File: config.mk
export PLATFORM = sky130hd
export DESIGN_NAME = fwd_sequencer_flat
export DESIGN_NICKNAME = d
export VERILOG_FILES = /design/src/rtl/fwd_sequencer_if.sv /design/src/rtl/fwd_sequencer.sv /design/src/flat_wrapper.sv
export SDC_FILE = /design/constraint.sdc
export NUM_CORES = 1
export LEC_CHECK = 0
export CELL_PAD_IN_SITES_DETAIL_PLACEMENT = 2
export CELL_PAD_IN_SITES_GLOBAL_PLACEMENT = 2
export CORE_UTILIZATION = 28
export DETAILED_ROUTE_END_ITERATION = 10
export PLACE_DENSITY = 0.86
export SYNTH_ARGS = -nofsm -noshare
export SYNTH_HDL_FRONTEND = slang
export SYNTH_SLANG_ARGS = --single-unit
File: constraint.sdc
create_clock -name clk -period 3.8 [get_ports clk]
set_input_delay 0.76 -clock clk [delete_from_list [all_inputs] [get_ports clk]]
set_output_delay 0.76 -clock clk [all_outputs]
set_load 0.01 [all_outputs]
File: src/rtl/fwd_sequencer_if.sv
// fwd_sequencer control/status bundle.
// slave = sequencer side, master = environment side.
interface fwd_sequencer_if;
  logic       start;
  logic [3:0] state_in;
  logic       abort;
  logic       bp_done;
  logic [3:0] ctrl;
  logic [3:0] step;
  logic [3:0] st;
  logic       dp_clr;
  logic       busy;
  logic       fwd_done;
  logic       bp_req;
  logic       episode_done;
  logic       err;

  modport slave (
    input  start, state_in, abort, bp_done,
    output ctrl, step, st, dp_clr, busy,
    output fwd_done, bp_req, episode_done, err
  );

  modport master (
    output start, state_in, abort, bp_done,
    input  ctrl, step, st, dp_clr, busy,
    input  fwd_done, bp_req, episode_done, err
  );
endinterface

File: src/rtl/fwd_sequencer.sv
// Forward-pass sequencer for one Q-network training step.
// Walks the datapath phases, hands off to backprop, counts steps.
module fwd_sequencer #(
  parameter int N_STATES = 9,
  parameter int MAX_STEP = 15,
  parameter int ACT_LAT  = 2
) (
  input logic           clk,
  input logic           rst,
  fwd_sequencer_if.slave bus
);

  typedef enum logic [3:0] {
    IDLE    = 4'd0,
    LOAD    = 4'd1,
    HID_ACC = 4'd2,
    HID_ACT = 4'd3,
    OUT_ACC = 4'd4,
    OUT_ACT = 4'd5,
    STORE   = 4'd6,
    BP_WAIT = 4'd7,
    UPDATE  = 4'd8
  } state_e;

  localparam logic [2:0] LAT_M1 = 3'(ACT_LAT - 1);
  localparam logic [4:0] N_ST   = 5'(N_STATES);
  localparam logic [3:0] MAX_S  = 4'(MAX_STEP);

  state_e     state_q, state_d;
  logic [3:0] step_q, step_d;
  logic [3:0] st_q, st_d;
  logic [2:0] cnt_q, cnt_d;
  logic       err_q, err_d;
  logic       epd_q, epd_d;
  logic       st_ok;

  assign st_ok = {1'b0, bus.state_in} < N_ST;

  // Next-state, step/st bookkeeping and activation wait counter.
  always_comb begin
    state_d = state_q;
    step_d  = step_q;
    st_d    = st_q;
    cnt_d   = cnt_q;
    err_d   = err_q;
    epd_d   = 1'b0;
    if (bus.abort) begin
      state_d = IDLE;
      step_d  = 4'd0;
    end else begin
      unique case (state_q)
        IDLE: begin
          if (bus.start) begin
            if (st_ok) begin
              st_d    = bus.state_in;
              state_d = LOAD;
              if (step_q == 4'd0) step_d = 4'd1;
            end else begin
              err_d = 1'b1;
            end
          end
        end
        LOAD: state_d = HID_ACC;
        HID_ACC: begin
          state_d = HID_ACT;
          cnt_d   = LAT_M1;
        end
        HID_ACT: begin
          if (cnt_q == 3'd0) state_d = OUT_ACC;
          else cnt_d = cnt_q - 3'd1;
        end
        OUT_ACC: begin
          state_d = OUT_ACT;
          cnt_d   = LAT_M1;
        end
        OUT_ACT: begin
          if (cnt_q == 3'd0) state_d = STORE;
          else cnt_d = cnt_q - 3'd1;
        end
        STORE: state_d = BP_WAIT;
        BP_WAIT: begin
          if (bus.bp_done) state_d = UPDATE;
        end
        UPDATE: begin
          state_d = IDLE;
          if (step_q == MAX_S) begin
            step_d = 4'd0;
            epd_d  = 1'b1;
          end else begin
            step_d = step_q + 4'd1;
          end
        end
        default: state_d = IDLE;
      endcase
    end
  end

  // State and bookkeeping registers.
  always_ff @(posedge clk) begin
    if (rst) begin
      state_q <= IDLE;
      step_q  <= 4'd0;
      st_q    <= 4'd0;
      cnt_q   <= 3'd0;
      err_q   <= 1'b0;
      epd_q   <= 1'b0;
    end else begin
      state_q <= state_d;
      step_q  <= step_d;
      st_q    <= st_d;
      cnt_q   <= cnt_d;
      err_q   <= err_d;
      epd_q   <= epd_d;
    end
  end

  assign bus.ctrl         = state_q;
  assign bus.step         = step_q;
  assign bus.st           = st_q;
  assign bus.dp_clr       = state_q == LOAD;
  assign bus.busy         = state_q != IDLE;
  assign bus.fwd_done     = state_q == STORE;
  assign bus.bp_req       = state_q == BP_WAIT;
  assign bus.episode_done = epd_q;
  assign bus.err          = err_q;

endmodule
File: src/flat_wrapper.sv
// flat-port wrapper written by rule: the top's interface ports become plain ports
module fwd_sequencer_flat 
#(
  parameter int N_STATES = 9,
  parameter int MAX_STEP = 15,
  parameter int ACT_LAT  = 2
)
  (clk, rst, bus_start, bus_state_in, bus_abort, bus_bp_done, bus_ctrl, bus_step, bus_st, bus_dp_clr, bus_busy, bus_fwd_done, bus_bp_req, bus_episode_done, bus_err);
  fwd_sequencer_if bus_i ();
  input logic clk;
  input logic rst;
  input wire logic [$bits(bus_i.start)-1:0] bus_start;
  input wire logic [$bits(bus_i.state_in)-1:0] bus_state_in;
  input wire logic [$bits(bus_i.abort)-1:0] bus_abort;
  input wire logic [$bits(bus_i.bp_done)-1:0] bus_bp_done;
  output wire logic [$bits(bus_i.ctrl)-1:0] bus_ctrl;
  output wire logic [$bits(bus_i.step)-1:0] bus_step;
  output wire logic [$bits(bus_i.st)-1:0] bus_st;
  output wire logic [$bits(bus_i.dp_clr)-1:0] bus_dp_clr;
  output wire logic [$bits(bus_i.busy)-1:0] bus_busy;
  output wire logic [$bits(bus_i.fwd_done)-1:0] bus_fwd_done;
  output wire logic [$bits(bus_i.bp_req)-1:0] bus_bp_req;
  output wire logic [$bits(bus_i.episode_done)-1:0] bus_episode_done;
  output wire logic [$bits(bus_i.err)-1:0] bus_err;
  assign bus_i.start = bus_start;
  assign bus_i.state_in = bus_state_in;
  assign bus_i.abort = bus_abort;
  assign bus_i.bp_done = bus_bp_done;
  assign bus_ctrl = bus_i.ctrl;
  assign bus_step = bus_i.step;
  assign bus_st = bus_i.st;
  assign bus_dp_clr = bus_i.dp_clr;
  assign bus_busy = bus_i.busy;
  assign bus_fwd_done = bus_i.fwd_done;
  assign bus_bp_req = bus_i.bp_req;
  assign bus_episode_done = bus_i.episode_done;
  assign bus_err = bus_i.err;
  fwd_sequencer #(.N_STATES(N_STATES), .MAX_STEP(MAX_STEP), .ACT_LAT(ACT_LAT)) u_core (.clk(clk), .rst(rst), .bus(bus_i));
endmodule
==> metrics.csv <==
metric;value;unit
slowest_stage;dfxtp_1;
reg2reg_depth;4;
finalClockSkew;0.00237;ns
ctsHoldBuffers;0;
rows;20;
synth_top_cell_area_share;0.383;
clock_latency;0.29;ns
syn_avg_cell_area;8.81;um^2
pre_cts_slack;1.28;ns
fin_nets;140;
postLayoutSetupSlackWorst;1.13;ns
p_per_area;276;nW/um^2
arrival;1.91;ns
finalCritPeriodShare;0.702;
place_congestion;0.720;
synth-edff-count;0;
diodes;0;
die_w;58.4;um
fmax;0.375;GHz
numCtsBuffers;3;
ys_seq_elements;17;
seq_area_frac_synth;0.383;
drtAntennaViolNets;0;
holdPathStages;1;
setup_tns;0;ns
finalNonFillerCells;170;
h-tree-depth;1;
final_layout_size_suffix_gt1_frac;0.0556;
io_pins;27;
relSlewSlack;0.611;
critPathMaxStageDelay;0.60;ns
drv_cap;0;
worst_pin_slew;0.583;ns
grt_max_degree;17;
cp.required;3.04;ns
cts_resized;0;
place_inst;166;
synth_flop_cell;dfxtp_1;
clk_pin_slew;0.10;ns
viasPerCell;5.08;
grt_pass1_wl;4240;um
p_leak;0.431;nW
clock-root-buffer;clkbuf_4;
crit_fanout;10;
routedWlPerCell;15.1;um
dieHeight;58.4;um
endpoint_kind;output pin;
port_buffers;26;
synth_common_cells;17 x dfxtp_1, 11 x nor2_1, 6 x a21oi_1;
power;0.332;mW
setup-violations-final;0;
syn_to_final_growth;35.0;%
first_global_vias;892;
critPathLaunchType;flip-flop;
synth_cell_types;37;
hold_viol_final;0;
status;finished, final reports clean;
hp-class;flip-flop to flip-flop;
core_area;3030;um^2
post_cts_buffers;0;
path_class;flip-flop to output pin;
synth_top_area_cell;dfxtp_1;
syn_area;890;um^2
final_util;0.397;
dp_hpwl;1910;um
synth_area_leaders;dfxtp_1 38%, ha_1 5.6%, nor2_1 4.6%;
antenna_found_initial;0;
fp.dieArea;3410;um^2
ir_worst_vdd;0.107;mV
first_pass_iters;4;
period_minus_slack;2.67;ns
num_vias;863;
async_flop_share;0;
grt_util_all_layers;0.164;
finalWirelength;2560;um
crit_chain;nand2_1 > nor3b_1 > clkdlybuf4s50_1;
clock_sinks;17;
max-clock-path-buffers;2;
grt_setup_unrepaired;no;
slew_viol_final;0;
drt_iter0_drc;24;
drc;0;
start_util;0.294;
synth_cells;101;
yosys_warnings;0;
cts_tree;done;
synth_fp_nets;114;
synth.most_common_cell;dfxtp_1;
grt_remaining_overflow;0;
worst max-delay path, delay by kind of cell (launching register included):
| kind | cells | cell delay, ns |
|---|---|---|
| flip-flops | 1 | 0.60 |
| buffers and inverters | 1 | 0.58 |
| AND/OR/NAND/NOR | 2 | 0.43 |
metal layers:
metal	vias to the layer above	wire, um	GRT usage
li1	419	-	-
met1	418	1150	0.207
met2	22	1280	0.278
met3	4	89	0.0264
met4	0	46	0.0714
met5	-	0	0
final cells by class:
class / count / area [um^2]
inverter: 5 / 18.8
timing repair buffer: 26 / 260
multi-input combinational: 74 / 500
fill: 347 / 1830
clock buffer: 4 / 26.3
sequential: 17 / 340
tap: 44 / 55.1
through the flow:
step,hold slack [ns],cell area (um^2)
4_1_cts,0.506,1200
2_1_floorplan,0.437,890
6_report,0.510,1200
3_5_place_dp,0.487,1170
5_1_grt,0.535,1200
3_3_place_gp,0.451,1170
logic make-up (layout without fill, tap and decap cells):
family                     Yosys count  count (layout)  synth area share
adders and majority gates            4               4            0.0563
buffers and inverters               10              35            0.0549
and+or+nand+nor                     43              43             0.279
xor gates and xnor gates             2               2            0.0281
DFF                                 17              17             0.383
AOI/OAI and AO/OA                   21              21             0.155
muxes                                4               4            0.0450
power breakdown:
group / internal [mW] / leakage, nW / total (mW) / switching [mW]
sequential: 0.182 / 0.138 / 0.186 / 0.00425
combinational: 0.0239 / 0.279 / 0.0455 / 0.0216
clock: 0.0409 / 0.0150 / 0.100 / 0.0596
registers in the layout, summed over array words and instances (netlist names):
name,count
u_core.bus.step,4
u_core.bus.episode_done,1
u_core.bus.ctrl,4
u_core.bus.err,1
u_core.bus.st,4
u_core.cnt_q,3
layout by cell type (no fill, tap or decap), types with 3 or more instances in the layout:
cell type,n
nand2_1,4
inv_1,5
nor3_1,5
clkdlybuf4s50_1,26
clkbuf_4,3
o21ai_0,4
nand3_1,4
mux2i_1,4
nor2_1,11
ha_1,4
a21oi_1,6
o31ai_1,3
dfxtp_1,17
path summary, 6_finish.rpt:
check	slack (ns)	end	start
hold / removal	0.51	u_core.cnt_q[0]$_SDFFE_PP0P_	u_core.cnt_q[0]$_SDFFE_PP0P_
setup / recovery	1.13	bus_bp_req	u_core.bus.ctrl[1]$_SDFFE_PP0P_
setup reg to reg	2.08	u_core.cnt_q[2]$_SDFFE_PP0P_	u_core.bus.ctrl[3]$_SDFFE_PP0P_
hold reg to reg	0.51	u_core.cnt_q[0]$_SDFFE_PP0P_	u_core.cnt_q[0]$_SDFFE_PP0P_
No activity file was read; power rests on OpenSTA's default activity.
